--- src/rtl/boot_pkg.sv ---
// Shared types and constants for the UART boot loader.
// The CSUM state exists only when BOOT_CSUM_EN is defined.
package boot_pkg;

    localparam int unsigned BOOT_LEN_BYTES = 2;
    localparam int unsigned BYTES_PER_WORD = 4;

    typedef enum logic [2:0] {
        StIdle,
        StLenLo,
        StLenHi,
        StData,
`ifdef BOOT_CSUM_EN
        StCsum,
`endif
        StDone,
        StErr
    } boot_state_e;

endpackage

--- src/rtl/boot_timeout_cnt.sv ---
// Inter-byte timeout counter: synchronous clear, count enable, and a flag raised in the
// cycle whose increment would land on TIMEOUT_CYC-1.
module boot_timeout_cnt #(
    parameter int unsigned TIMEOUT_CYC = 1000000
) (
    input  logic clk,
    input  logic rst,
    input  logic clr,
    input  logic en,
    output logic tc
);

    localparam int unsigned CNT_W = (TIMEOUT_CYC > 2) ? $clog2(TIMEOUT_CYC) : 1;
    localparam logic [CNT_W-1:0] CNT_MAX = CNT_W'(TIMEOUT_CYC - 1);

    logic [CNT_W-1:0] cnt_q;

    // A clear in the same cycle wins, so a late byte never times out.
    assign tc = en && !clr && (cnt_q == CNT_MAX - CNT_W'(1));

    always_ff @(posedge clk or negedge rst) begin
        if (!rst) begin
            cnt_q <= '0;
        end else if (clr) begin
            cnt_q <= '0;
        end else if (en && (cnt_q != CNT_MAX)) begin
            cnt_q <= cnt_q + CNT_W'(1);
        end
    end

endmodule

--- src/rtl/uart_boot_loader.sv ---
// Parses LEN/payload[/CSUM] frames from the UART RX path and writes instruction memory.
// Define BOOT_CSUM_EN to expect and check a trailing XOR checksum byte.
module uart_boot_loader
    import boot_pkg::*;
#(
    parameter int unsigned ADDR_W      = 10,
    parameter int unsigned MAX_WORDS   = 1024,
    parameter int unsigned TIMEOUT_CYC = 1000000
) (
    input  logic              clk,
    input  logic              rst,
    input  logic [7:0]        rx_data,
    input  logic              rx_done,
    input  logic              boot_req,
    output logic              imem_we,
    output logic [ADDR_W-1:0] imem_addr,
    output logic [31:0]       imem_wdata,
    output logic              cpu_rst,
    output logic              load_done,
    output logic              load_err,
    output logic [ADDR_W:0]   word_count
);

    localparam int unsigned IDX_W  = $clog2(BYTES_PER_WORD);
    localparam int unsigned LEN_W  = 8 * BOOT_LEN_BYTES;
    localparam int unsigned PART_W = 8 * (BYTES_PER_WORD - 1);
    localparam logic [IDX_W-1:0] LAST_IDX = IDX_W'(BYTES_PER_WORD - 1);
    localparam logic [ADDR_W:0]  WC_ONE   = (ADDR_W + 1)'(1);

    boot_state_e       state_q;
    logic [7:0]        len_lo_q;
    logic [ADDR_W:0]   len_q;
    logic [IDX_W-1:0]  byte_idx_q;
    logic [PART_W-1:0] word_q;
`ifdef BOOT_CSUM_EN
    logic [7:0]        csum_q;
`endif

    logic [LEN_W-1:0] len_raw;
    logic             len_bad;
    logic             last_word;
    logic             tmo_clr;
    logic             tmo_en;
    logic             tmo;

    assign len_raw   = {rx_data, len_lo_q};
    assign len_bad   = (len_raw == '0) || (32'(len_raw) > MAX_WORDS);
    assign last_word = (word_count + WC_ONE) == len_q;
    assign tmo_clr   = rx_done || ((state_q == StIdle) && boot_req);
`ifdef BOOT_CSUM_EN
    assign tmo_en    = (state_q == StLenHi) || (state_q == StData) || (state_q == StCsum);
`else
    assign tmo_en    = (state_q == StLenHi) || (state_q == StData);
`endif

    boot_timeout_cnt #(
        .TIMEOUT_CYC (TIMEOUT_CYC)
    ) u_timeout (
        .clk (clk),
        .rst (rst),
        .clr (tmo_clr),
        .en  (tmo_en),
        .tc  (tmo)
    );

    always_ff @(posedge clk or negedge rst) begin
        if (!rst) begin
            state_q    <= StIdle;
            len_lo_q   <= '0;
            len_q      <= '0;
            byte_idx_q <= '0;
            word_q     <= '0;
`ifdef BOOT_CSUM_EN
            csum_q     <= '0;
`endif
            imem_we    <= 1'b0;
            imem_addr  <= '0;
            imem_wdata <= '0;
            cpu_rst    <= 1'b1;
            load_done  <= 1'b0;
            load_err   <= 1'b0;
            word_count <= '0;
        end else begin
            imem_we   <= 1'b0;
            load_done <= 1'b0;
            unique case (state_q)
                StIdle: begin
                    if (boot_req) begin
                        load_err   <= 1'b0;
                        word_count <= '0;
                        byte_idx_q <= '0;
`ifdef BOOT_CSUM_EN
                        csum_q     <= '0;
`endif
                        cpu_rst    <= 1'b1;
                        state_q    <= StLenLo;
                    end
                end
                StLenLo: begin
                    if (rx_done) begin
                        len_lo_q <= rx_data;
                        state_q  <= StLenHi;
                    end
                end
                StLenHi: begin
                    if (rx_done) begin
                        if (len_bad) begin
                            load_err <= 1'b1;
                            state_q  <= StErr;
                        end else begin
                            len_q   <= (ADDR_W + 1)'(len_raw);
                            state_q <= StData;
                        end
                    end else if (tmo) begin
                        load_err <= 1'b1;
                        state_q  <= StErr;
                    end
                end
                StData: begin
                    if (rx_done) begin
                        byte_idx_q <= byte_idx_q + IDX_W'(1);
                        word_q     <= {rx_data, word_q[PART_W-1:8]};
`ifdef BOOT_CSUM_EN
                        csum_q     <= csum_q ^ rx_data;
`endif
                        if (byte_idx_q == LAST_IDX) begin
                            imem_we    <= 1'b1;
                            imem_addr  <= word_count[ADDR_W-1:0];
                            imem_wdata <= {rx_data, word_q};
                            word_count <= word_count + WC_ONE;
                            if (last_word) begin
`ifdef BOOT_CSUM_EN
                                state_q <= StCsum;
`else
                                state_q <= StDone;
`endif
                            end
                        end
                    end else if (tmo) begin
                        load_err <= 1'b1;
                        state_q  <= StErr;
                    end
                end
`ifdef BOOT_CSUM_EN
                StCsum: begin
                    if (rx_done) begin
                        if (rx_data == csum_q) begin
                            load_done <= 1'b1;
                            cpu_rst   <= 1'b0;
                            state_q   <= StDone;
                        end else begin
                            load_err <= 1'b1;
                            state_q  <= StErr;
                        end
                    end else if (tmo) begin
                        load_err <= 1'b1;
                        state_q  <= StErr;
                    end
                end
`endif
                StDone: begin
`ifndef BOOT_CSUM_EN
                    // Without a CSUM byte the pulse trails the final write by one cycle.
                    load_done <= 1'b1;
                    cpu_rst   <= 1'b0;
`endif
                    state_q <= StIdle;
                end
                StErr: begin
                    cpu_rst <= 1'b1;
                    state_q <= StIdle;
                end
                default: state_q <= StIdle;
            endcase
        end
    end

endmodule

--- config.mk ---
export PLATFORM = sky130hd
export DESIGN_NAME = uart_boot_loader
export DESIGN_NICKNAME = d
export VERILOG_FILES = /design/src/rtl/boot_pkg.sv /design/src/rtl/boot_timeout_cnt.sv /design/src/rtl/uart_boot_loader.sv
export SDC_FILE = /design/constraint.sdc
export NUM_CORES = 1
export LEC_CHECK = 0
export ABC_CLOCK_PERIOD_IN_PS = 5100
export CORE_MARGIN = 4
export CORE_UTILIZATION = 25
export CTS_CLUSTER_DIAMETER = 60
export DETAILED_ROUTE_END_ITERATION = 10
export PLACE_DENSITY = 0.39
export SLEW_MARGIN = 30
export SYNTH_ARGS = -nofsm -noshare
export SYNTH_HDL_FRONTEND = slang
export SYNTH_HIERARCHICAL = 1
export SYNTH_SLANG_ARGS = --single-unit
--- constraint.sdc ---
create_clock -name clk -period 5.1 [get_ports clk]
set_clock_uncertainty 0.15 [all_clocks]
set_input_delay 1.02 -clock clk [delete_from_list [all_inputs] [get_ports clk]]
set_output_delay 1.02 -clock clk [all_outputs]
set_load 0.02 [all_outputs]
==> metrics.md <==
| Metric | Value |
|---|---|
| Outcome | `complete, no violations` |
| Number of routed nets with antenna violations | `0` |
| Cell leakage power | `3.36 nW` |
| Most frequent cell after synthesis | `nand2_1` |
| Congestion Overflow GR | `0` |
| Max cap viols | `0` |
| Post-layout net count | `708` |
| Largest net degree at the start of global routing | `96` |
| Vias in the first global route | `4958` |
| FF+latch count, synth | `125` |
| Die W | `161 microns` |
| Max Fclk | `0.318 GHz` |
| Die Ht | `161 microns` |
| Core area | `22800 sq um` |
| CTS Root Cell | `clkbuf_16` |
| Startpoint class of the critical path | `input port` |
| Tightest Pin Transition | `903 ps` |
| Final Cycle Share | `61.7%` |
| Most used DFF post-synth | `dfrtp_1` |
| Cell taking the most area after synthesis | `dfrtp_1` |
| First-pass GRT wire length | `26900 microns` |
| Fin. Hold Viols | `0` |
| Arr. time, crit path | `3290 ps` |
| Synth top area share | `53.0%` |
| DIE AREA | `25900 sq um` |
| Setup violators final | `0` |
| Crit path kind | `input port to flop` |
| Layout cells sized above 1 | `11.1%` |
| Worst path slowest cell | `clkdlybuf4s50_1` |
| Post_cts resized | `0` |
| Syn Nets | `646` |
| Warnings from Yosys | `6` |
| RSZ-0062 raised after global routing | `false` |
| Max Root-Sink Buffers | `2` |
| DRT iter0 DRCs | `287` |
| Clk Latency, worst-skew pair | `410 ps` |
| Fraction of registers with async set/reset | `100%` |
| Tightest Hold Check Type | `flop to flop` |
| Initial core utilization | `25.6%` |
| Post-Syn Instances | `630` |
| Initial antenna violation count | `0` |
| Crit-path cells | `clkdlybuf4s50_1 -> nor2b_1 -> nand2b_1 -> o21bai_1 -> buf_4 -> nand4b_1 -> nor2_1 -> o22ai_1 -> o31ai_1 -> a22o_1` |
| Crit-path max cell delay | `530 ps` |
| Routability congestion estimate | `0.742` |
| Drt wl/cell | `15.5 microns` |
| Site row count | `55` |
| Reg clk slew, reported paths | `50 ps` |
| Post-synthesis sequential area ratio | `53.5%` |
| HPWL after detailed placement | `10500 microns` |
| Area growth syn-to-layout | `25.3%` |
| Gr usage total | `12.8%` |
| Post-synth EDFFs | `0` |
| Final setup TNS | `0 ps` |
| I/O pin count | `69` |
| Crit path max fanout | `24` |
| Vias | `4652` |
| Syn Area/Cell | `9.28 sq um` |
| Top post-synthesis cells by area | `dfrtp_1, nand2_1, mux2_2` |
| Most frequent cells after synthesis | `nand2_1, dfrtp_1, nor2_1, o21ai_0, mux2_2` |
| WL final | `15800 microns` |
| Postcts setup bufs | `0` |
| Tmin final | `3150 ps` |
| Design Area, Final | `7330 sq um` |
| Worst EP required | `5250 ps` |
| Relative slew slack | `39.6%` |
| CTS tree | `done` |
| Max IR drop VDD | `217 uV` |
| Router iterations before antenna repair | `4` |
| Clock Sinks | `125` |
| Count of cell types in the netlist | `66` |
| DP Area | `6810 sq um` |
| Via density | `4.57` |
| DRC viols | `0` |
| Ant. Diodes | `0` |
| CP endpoint kind | `flop` |
| # H-tree levels | `4` |
| TritonCTS buffer count | `17` |
| Port bufs | `68` |
| Hold_buf cts | `0` |
| Slew Limit Fails | `0` |
| Pwr/cell area | `405 nW/um^2` |
| Synthesized area | `5850 sq um` |
==> sequential cells by signal, summed over array words and instances (netlist names) <==
register	cells
load_done	1
cpu_rst	1
imem_addr	10
imem_wdata	32
load_err	1
u_timeout/cnt_q	20
len_q	11
state_q	3
word_count	11
len_lo_q	8
byte_idx_q	2
imem_we	1
word_q	24
==> per-stage QoR <==
step	utilization [%]	instances	worst slack [ps]	hold slack [ps]	total power (W)
final	32.1	1018	1950	316	0.00297
after detailed placement	29.8	986	1410	306	0.00192
after global placement	29.8	986	1400	300	0.00191
after CTS	32.1	1018	1840	320	0.00303
after global routing	32.1	1018	1750	352	0.00317
after floorplan	-	630	2220	289	0.00168
==> path summary, 6_finish.rpt <==
check	start	end	slack, ps	cells past startpoint
worst max register to register	state_q[2]$_DFFE_PN0P_	u_timeout/cnt_q[13]$_DFFE_PN0P_	2410	6
worst min register to register	word_q[3]$_DFFE_PN0P_	imem_wdata[3]$_DFFE_PN0P_	320	2
worst max-delay path	boot_req	load_err$_DFFE_PN0P_	1950	10
worst min-delay path	word_q[3]$_DFFE_PN0P_	imem_wdata[3]$_DFFE_PN0P_	320	2
min in group asynchronous	rst	u_timeout/cnt_q[15]$_DFFE_PN0P_	550	1
max in group asynchronous	rst	state_q[0]$_DFFE_PN0P_	3300	2
==> cells by family (layout without fill, tap and decap cells) <==
family                     after synthesis  in the layout  synth area share (%)
DFF                                    125            125                  53.5
buffers and inverters                   42            117                  3.36
adders and majority gates                4              4                 0.856
and+or+nand+nor                        348            348                  27.7
xor gates and xnor gates                16             16                  2.40
muxes                                   20             20                  3.83
AOI/OAI and AO/OA                       75             75                  8.41
==> metal layers <==
layer	part of all wire, %	up-vias	global-route usage, %
met5	0	-	0
met4	1.4	0	4.58
met3	2.7	14	2.69
met2	46	69	19.9
met1	50	2319	17.8
li1	-	2250	-
==> placed cells by master, fill, tap and decap left out, types with 2 or more instances in the layout <==
cell type,count
a21oi_1,15
and3_1,4
clkbuf_8,2
and2_1,4
dfrtp_1,124
nand4b_1,3
clkinvlp_4,4
nor4b_1,4
or3_1,3
xor2_1,8
nand3_4,2
nand4_1,7
nor3b_1,5
nand2_1,231
o41ai_1,2
nor2_1,34
o21ai_0,25
nand3_1,13
clkdlybuf4s50_1,67
and4_4,2
buf_4,4
ha_1,4
inv_1,12
clkinv_2,8
mux2_2,19
nor2b_1,2
clkbuf_1,2
o31ai_1,6
nand2b_1,5
nor3_1,6
and4_1,3
a31o_2,2
xnor2_1,8
clkbuf_16,17
nor4_1,6
a211oi_1,6
a211o_1,2
and3_2,3
==> worst max-delay path, delay by kind of cell <==
family                 cells  cell delay, ps
buffers and inverters      2             810
AOI/OAI and AO/OA          4             770
and+or+nand+nor            4             700
==> report_power, final <==
group	total, W	internal (W)	switching, W	leakage [nW]
sequential	0.00135	0.00118	0.000173	1.68
clock	0.00107	0.000626	0.000446	0.251
combinational	0.000551	0.000241	0.000311	1.42
total	0.00297	0.00204	0.000930	3.36
==> layout make-up <==
type                    count  area [sq um]
repair buffers             72           714
multi-input cells         463          2530
inverters                  13          50.0
fillers                  2457         15500
well taps                 313           392
flip-flops and latches    125          3130
clock inverters            12          73.8
clock buffers              20           447
No activity file was read; power rests on OpenSTA's default activity.
